[config.mk]
export PLATFORM = sky130hd
export DESIGN_NAME = i2s_slv_tx
export DESIGN_NICKNAME = d
export VERILOG_FILES = /design/src/rtl/i2s_tx_pkg.sv /design/src/rtl/i2s_tx_fifo.sv /design/src/rtl/i2s_slv_tx.sv
export SDC_FILE = /design/constraint.sdc
export NUM_CORES = 1
export LEC_CHECK = 0
export BUFFER_PORTS_ARGS = -buffer_cell sky130_fd_sc_hd__buf_2
export CAP_MARGIN = 30
export CORE_ASPECT_RATIO = 1.4
export CORE_MARGIN = 1
export CORE_UTILIZATION = 48
export DETAILED_ROUTE_END_ITERATION = 8
export GPL_TIMING_DRIVEN = 0
export PLACE_DENSITY_LB_ADDON = 0.08
export SLEW_MARGIN = 20
export SYNTH_ARGS = -nofsm -noshare
export SYNTH_HDL_FRONTEND = slang
export SYNTH_HIERARCHICAL = 1
export SYNTH_SLANG_ARGS = --single-unit
[constraint.sdc]
create_clock -name clk_i -period 10.2 [get_ports clk_i]
set_input_delay 1.53 -clock clk_i [delete_from_list [all_inputs] [get_ports clk_i]]
set_output_delay 1.53 -clock clk_i [all_outputs]
set_load 0.02 [all_outputs]
[src/rtl/i2s_tx_pkg.sv]
// rtl/i2s_tx_pkg.sv - shared constants and types for the I2S slave transmitter
// Contents:
//   SYNC_STAGES       - flops per clock-domain-crossing synchronizer on sck/ws
//   SCK_RATIO_MIN     - minimum clk_i cycles per SCK period
//   SAMPLE_WIDTH_DFLT - default bits per channel sample
//   stereo_pair_t     - {left, right} sample pair at the default width
//   tx_state_e        - transmitter channel-pairing state
package i2s_tx_pkg;

    localparam int SYNC_STAGES       = 2;
    localparam int SCK_RATIO_MIN     = 8;
    localparam int SAMPLE_WIDTH_DFLT = 24;

    typedef struct packed {
        logic [SAMPLE_WIDTH_DFLT-1:0] left;
        logic [SAMPLE_WIDTH_DFLT-1:0] right;
    } stereo_pair_t;

    typedef enum logic [1:0] {
        TX_IDLE,
        TX_WAIT_LEFT,
        TX_SHIFT
    } tx_state_e;

endpackage

[src/rtl/i2s_tx_fifo.sv]
// rtl/i2s_tx_fifo.sv - synchronous FIFO holding stereo sample pairs
// Ports:
//   clk_i, rst_i - clock, asynchronous active-high reset
//   push, wr_data - write request and data (ignored when full)
//   pop, rd_data  - read request (ignored when empty) and head-of-queue data
//   full, empty   - status derived from the registered count
//   count         - number of stored entries
module i2s_tx_fifo #(
    parameter int WIDTH = 48,
    parameter int DEPTH = 8
) (
    input  logic                     clk_i,
    input  logic                     rst_i,
    input  logic                     push,
    input  logic [WIDTH-1:0]         wr_data,
    input  logic                     pop,
    output logic [WIDTH-1:0]         rd_data,
    output logic                     full,
    output logic                     empty,
    output logic [$clog2(DEPTH):0]   count
);

    localparam int AW = $clog2(DEPTH);

    logic [WIDTH-1:0] mem [DEPTH];
    logic [AW-1:0]    wr_ptr;
    logic [AW-1:0]    rd_ptr;
    logic             do_push;
    logic             do_pop;

    assign full    = (count == (AW+1)'(DEPTH));
    assign empty   = (count == '0);
    assign do_push = push && !full;
    assign do_pop  = pop && !empty;
    assign rd_data = mem[rd_ptr];

    always_ff @(posedge clk_i) begin
        if (do_push) begin
            mem[wr_ptr] <= wr_data;
        end
    end

    // DEPTH is a power of two, so the pointers wrap naturally.
    always_ff @(posedge clk_i or posedge rst_i) begin
        if (rst_i) begin
            wr_ptr <= '0;
            rd_ptr <= '0;
            count  <= '0;
        end else begin
            if (do_push) begin
                wr_ptr <= wr_ptr + 1'b1;
            end
            if (do_pop) begin
                rd_ptr <= rd_ptr + 1'b1;
            end
            case ({do_push, do_pop})
                2'b10:   count <= count + 1'b1;
                2'b01:   count <= count - 1'b1;
                default: count <= count;
            endcase
        end
    end

endmodule

[src/rtl/i2s_slv_tx.sv]
// rtl/i2s_slv_tx.sv - I2S slave transmitter (Philips format, MSB first)
// Ports:
//   clk_i, rst_i             - system clock (>= 8x SCK), async active-high reset
//   en_i                     - transmitter enable
//   wr_valid_i, wr_data_i    - push of a {left, right} pair
//   wr_ready_o, fifo_cnt_o   - FIFO not full, stored pair count
//   sck_i, ws_i              - bit clock and word select from the bus master
//   sd_o                     - serial data, changes after SCK falling edges
//   underflow_o              - one-cycle pulse when a left slot finds the FIFO empty
module i2s_slv_tx
    import i2s_tx_pkg::*;
#(
    parameter int SLOT_WIDTH   = 32,
    parameter int SAMPLE_WIDTH = 24,
    parameter int FIFO_DEPTH   = 8
) (
    input  logic                          clk_i,
    input  logic                          rst_i,
    input  logic                          en_i,
    input  logic                          wr_valid_i,
    input  logic [2*SAMPLE_WIDTH-1:0]     wr_data_i,
    output logic                          wr_ready_o,
    output logic [$clog2(FIFO_DEPTH):0]   fifo_cnt_o,
    input  logic                          sck_i,
    input  logic                          ws_i,
    output logic                          sd_o,
    output logic                          underflow_o
);

    localparam int CNT_W = $clog2(SLOT_WIDTH + 1);

    logic [SYNC_STAGES-1:0]    sck_sync;
    logic [SYNC_STAGES-1:0]    ws_sync;
    logic                      sck_prev;
    logic                      sck_cur;
    logic                      sck_rise;
    logic                      sck_fall;
    logic                      ws_r;
    logic                      ws_last;
    logic                      load_fall;

    logic                      ready_en;
    logic                      fifo_full;
    logic                      fifo_empty;
    logic                      fifo_pop;
    logic [2*SAMPLE_WIDTH-1:0] fifo_rd_data;

    tx_state_e                 state;
    tx_state_e                 state_nxt;
    logic                      ld_left;
    logic                      ld_right;
    logic                      uf_nxt;

    logic [SLOT_WIDTH-1:0]     shift_q;
    logic [SLOT_WIDTH-1:0]     word_load;
    logic [SAMPLE_WIDTH-1:0]   hold_q;
    logic [CNT_W-1:0]          bit_cnt;

    // SCK and WS are sampled through equal-length synchronizers so they stay aligned.
    always_ff @(posedge clk_i or posedge rst_i) begin
        if (rst_i) begin
            sck_sync <= '0;
            ws_sync  <= '0;
            sck_prev <= 1'b0;
        end else begin
            sck_sync <= {sck_sync[SYNC_STAGES-2:0], sck_i};
            ws_sync  <= {ws_sync[SYNC_STAGES-2:0], ws_i};
            sck_prev <= sck_sync[SYNC_STAGES-1];
        end
    end

    assign sck_cur  = sck_sync[SYNC_STAGES-1];
    assign sck_rise = !sck_prev && sck_cur;
    assign sck_fall = sck_prev && !sck_cur;

    // ws_r is WS as seen by the receiver; ws_last is the channel currently on the wire.
    always_ff @(posedge clk_i or posedge rst_i) begin
        if (rst_i) begin
            ws_r    <= 1'b0;
            ws_last <= 1'b0;
        end else begin
            if (sck_rise) begin
                ws_r <= ws_sync[SYNC_STAGES-1];
            end
            if (sck_fall) begin
                ws_last <= ws_r;
            end
        end
    end

    assign load_fall = sck_fall && (ws_r != ws_last);

    i2s_tx_fifo #(
        .WIDTH (2*SAMPLE_WIDTH),
        .DEPTH (FIFO_DEPTH)
    ) u_fifo (
        .clk_i   (clk_i),
        .rst_i   (rst_i),
        .push    (wr_valid_i && wr_ready_o),
        .wr_data (wr_data_i),
        .pop     (fifo_pop),
        .rd_data (fifo_rd_data),
        .full    (fifo_full),
        .empty   (fifo_empty),
        .count   (fifo_cnt_o)
    );

    // Holds wr_ready_o low while in reset, even though the empty FIFO is not full.
    always_ff @(posedge clk_i or posedge rst_i) begin
        if (rst_i) begin
            ready_en <= 1'b0;
        end else begin
            ready_en <= 1'b1;
        end
    end

    assign wr_ready_o = ready_en && !fifo_full;

    always_ff @(posedge clk_i or posedge rst_i) begin
        if (rst_i) begin
            state <= TX_IDLE;
        end else begin
            state <= state_nxt;
        end
    end

    // Right loads only count once a left load has happened, so a pair is never split.
    always_comb begin
        state_nxt = state;
        ld_left   = 1'b0;
        ld_right  = 1'b0;
        fifo_pop  = 1'b0;
        uf_nxt    = 1'b0;
        if (!en_i) begin
            state_nxt = TX_IDLE;
        end else begin
            case (state)
                TX_IDLE: begin
                    state_nxt = TX_WAIT_LEFT;
                end
                TX_WAIT_LEFT, TX_SHIFT: begin
                    if (load_fall && !ws_r) begin
                        ld_left   = 1'b1;
                        fifo_pop  = !fifo_empty;
                        uf_nxt    = fifo_empty;
                        state_nxt = TX_SHIFT;
                    end else if (load_fall && ws_r && state == TX_SHIFT) begin
                        ld_right = 1'b1;
                    end
                end
                default: begin
                    state_nxt = TX_IDLE;
                end
            endcase
        end
    end

    // Sample is left-aligned in the slot; the remaining low bits go out as zeros.
    always_comb begin
        word_load = '0;
        if (ld_left && !fifo_empty) begin
            word_load[SLOT_WIDTH-1 -: SAMPLE_WIDTH] = fifo_rd_data[2*SAMPLE_WIDTH-1 -: SAMPLE_WIDTH];
        end else if (ld_right) begin
            word_load[SLOT_WIDTH-1 -: SAMPLE_WIDTH] = hold_q;
        end
    end

    always_ff @(posedge clk_i or posedge rst_i) begin
        if (rst_i) begin
            shift_q     <= '0;
            hold_q      <= '0;
            bit_cnt     <= '0;
            sd_o        <= 1'b0;
            underflow_o <= 1'b0;
        end else begin
            underflow_o <= uf_nxt;
            if (!en_i) begin
                shift_q <= '0;
                hold_q  <= '0;
                bit_cnt <= '0;
                sd_o    <= 1'b0;
            end else if (ld_left || ld_right) begin
                shift_q <= word_load;
                sd_o    <= word_load[SLOT_WIDTH-1];
                bit_cnt <= CNT_W'(1);
                if (ld_left) begin
                    hold_q <= fifo_empty ? '0 : fifo_rd_data[SAMPLE_WIDTH-1:0];
                end
            end else if (sck_fall && state == TX_SHIFT) begin
                // Past the end of the slot the line idles low until WS toggles.
                if (bit_cnt < CNT_W'(SLOT_WIDTH)) begin
                    shift_q <= {shift_q[SLOT_WIDTH-2:0], 1'b0};
                    sd_o    <= shift_q[SLOT_WIDTH-2];
                    bit_cnt <= bit_cnt + 1'b1;
                end else begin
                    sd_o <= 1'b0;
                end
            end
        end
    end

endmodule

==> results.md <==
* RSZ-0062 raised after global routing: no
* Power Density at 220 mW/mm^2
* Drt wl/cell at 25.4 microns
* DP HPWL at 25900 microns
* Setup CP Type: input port to register
* Post-Syn Nets at 946
* Hold-fix buffers, CTS at 0
* FP Rows at 84
* R2R depth at 12
* CTS Buffer Depth at 3
* Share of layout cells above drive strength 1 at 35.2%
* Headroom to the max-slew limit at 39.5%
* Most frequent cells in the layout: 384 x edfxtp_1, 96 x mux4_2, 77 x buf_2
* First-pass GRT wire length at 59000 microns
* Min setup slack post-route at 6.45 ns
* GPL Wtd Cong at ~0.74
* Starting Density at 49.0%
* Critical path depth at 12
* GRT overflow at 0
* Post-CTS Setup Bufs at 0
* Buffers on Ports at 60
* Crit path largest cell delay at slightly above 0.5 ns
* Clk slew on worst S/H paths at 0.06 ns
* Worst path required time at roughly 11 ns
* Max-Cap Viols at 0
* Max-slew violation count at 0
* CP top delay family: simple AND/OR/NAND/NOR gates
* Final Total Pwr at 4.73 mW
* Latest clock arrival within the worst-skew pair at 0.55 ns
* Core ar. at 0.0378 sq mm
* Max Fclk at 266 MHz
* Die H at 234 microns
* Final Setup Violations at 0
* Vias at between 8000 and 9000
* Top-Level Pins at 61
* ANT nets after route at 0
* Initial antenna violation count at 3
* H-tree Lvls at 2
* Synth cell types at 56
* CTS Root Buffer Type: clkbuf_16
* Worst VDD drop at 165 uV
* Die X at ~170 microns
* Worst slew pin tran at 0.907 ns
* Largest net degree at the start of global routing at 56
* Min Tclk post-route at 3.75 ns
* Total track usage at 20.7%
* Area Overhead vs Synth at 15.9%
* Total CTS buffers at 45
* Post-Syn Area per Cell at 21.0 sq um
* CP cell instances: buf_2 > nand4b_2 > nor2b_1 > buf_2 > buf_2 > o41ai_2 > inv_2 > ha_1 > ha_1 > or4b_1 > o311ai_0 > o211ai_1
* Final Net Count at 1089
* Crit path DAT at 4.18 ns
* CP Capture Type: register
* Ys async rst share at 16.3%
* Most frequent CP cell: buf_2
* Synthesized flop and latch total at 459
* Drt drc at 0
* Post-Syn Area at between 0.015 and 0.02 sq mm
* Vias in the first global route at 9291
* Syn. warnings at 6
* Routed wire length at 38900 microns
* Hold Path Cell Cnt at 0
* Setup TNS at 0 ns
* Hold Vio Cnt, Final at 0
* Worst path slowest cell: or4b_1
* Main synth FF type: edfxtp_1
* Status: complete, no violations
* # resized after CTS at 0
* Post-synth EDFFs at 384
* Cell count after synthesis at between 800 and 900
* Buf+Inv Stages, Crit Path at 4
* Drt via density at 5.71
* Sequential fraction of the synthesis area at between 70% and 80%
* CP Launch Type: input port
* Leakage at ~7.5 nW
* Commonest non-fill, non-tap cell in the layout: edfxtp_1
* Clock skew at 0.0109 ns
* Fin crit share at a little under two fifths
* CP Max Fanout at 10
* Dpl ws at 5.91 ns
* Initial DRT Pass Iterations at 4
* CTS tree: yes
* Hold crit path type: register to register
* Clock sink count at 459
* Initial DRC Count at between 400 and 500
* Die footprint at 0.0394 sq mm
-- path summary, 6_finish.rpt --
path,start,end,slack (ns)
setup / recovery,en_i,u_fifo/count[3]$_DFFE_PP0P_,6.45
max in group asynchronous,rst_i,shift_q[12]$_DFFE_PP0P_,8.78
hold reg to reg,sck_sync[0]$_DFF_PP0_,sck_sync[1]$_DFF_PP0_,0.36
min in group asynchronous,rst_i,ready_en$_DFF_PP0_,0.90
hold / removal,sck_sync[0]$_DFF_PP0_,sck_sync[1]$_DFF_PP0_,0.36
setup reg to reg,u_fifo/count[0]$_DFFE_PP0P_,u_fifo/count[3]$_DFFE_PP0P_,6.65
-- power breakdown --
group | switching [mW] | leakage, nW | internal, mW
clock network | 0.683 | 0.685 | 0.911
logic | 0.460 | 2.38 | 0.434
registers | 0.0562 | 4.48 | 2.18
-- cell families (layout without fill, tap and decap cells) --
| family | after synthesis | after routing | share of synthesized area [%] |
|---|---|---|---|
| other cells | 1 | 2 | 0.0202 |
| mux | 177 | 177 | 17.1 |
| xor+xnor | 6 | 6 | 0.284 |
| buf+inv | 61 | 238 | 1.97 |
| simple gates | 80 | 80 | 2.63 |
| fa+ha+maj | 9 | 9 | 0.649 |
| flops | 459 | 459 | 72.4 |
| compound gates | 90 | 90 | 4.99 |
-- flip-flops by register name, summed over array words and instances, names as in the netlist --
register / flops
u_fifo/mem: 384
hold_q: 24
shift_q: 23
bit_cnt: 6
u_fifo/count: 4
u_fifo/rd_ptr: 3
u_fifo/wr_ptr: 3
sck_sync: 2
state: 2
ws_sync: 2
ready_en: 1
sck_prev: 1
sd_o: 1
underflow_o: 1
ws_last: 1
ws_r: 1
-- cells in the mapped netlist, types with 11 or more instances --
master / instances / share of area (%)
mux2i_1: 27 / 1.5
o2bb2ai_2: 20 / 1.6
inv_1: 11 / 0.22
dfrtp_1: 75 / 10
a22o_1: 47 / 2.2
edfxtp_1: 384 / 62
mux4_2: 96 / 12
nand2_1: 12 / 0.24
nor2b_1: 26 / 0.88
mux2_2: 21 / 1.3
buf_2: 17 / 0.46
mux2_4: 32 / 2.6
clkbuf_1: 20 / 0.41
-- layout make-up --
cell class              instances  area, sq um
diodes                          1         2.50
plain buffers                  49          320
clock buffers                  52         1150
clock inverters                29          250
fillers                      2841        16400
inverters                      12         47.5
multi-input cells             363         4800
flip-flops and latches        459        13400
well taps                     473          592
repair buffers                 96          890
-- stage by stage --
| step | area, sq um | util [%] | instances | hold WS (ns) |
|---|---|---|---|---|
| finish | 21500 | 56.7 | 1534 | 0.355 |
| global placement | 19400 | 51.3 | 1416 | 0.344 |
| floorplan | 18500 | - | 883 | 0.331 |
| CTS | 21500 | 56.7 | 1532 | 0.362 |
| detailed placement | 20000 | 53.0 | 1451 | 0.340 |
| global route | 21500 | 56.7 | 1533 | 0.364 |
-- layer usage --
layer	share of wire, %	vias up	track usage (%)
li1	-	3924	-
met1	43	4593	28.1
met2	50	168	34.3
met3	4.3	67	3.90
met4	2.6	4	6.39
met5	0.057	-	0
Power figures use the tool's default switching activity.
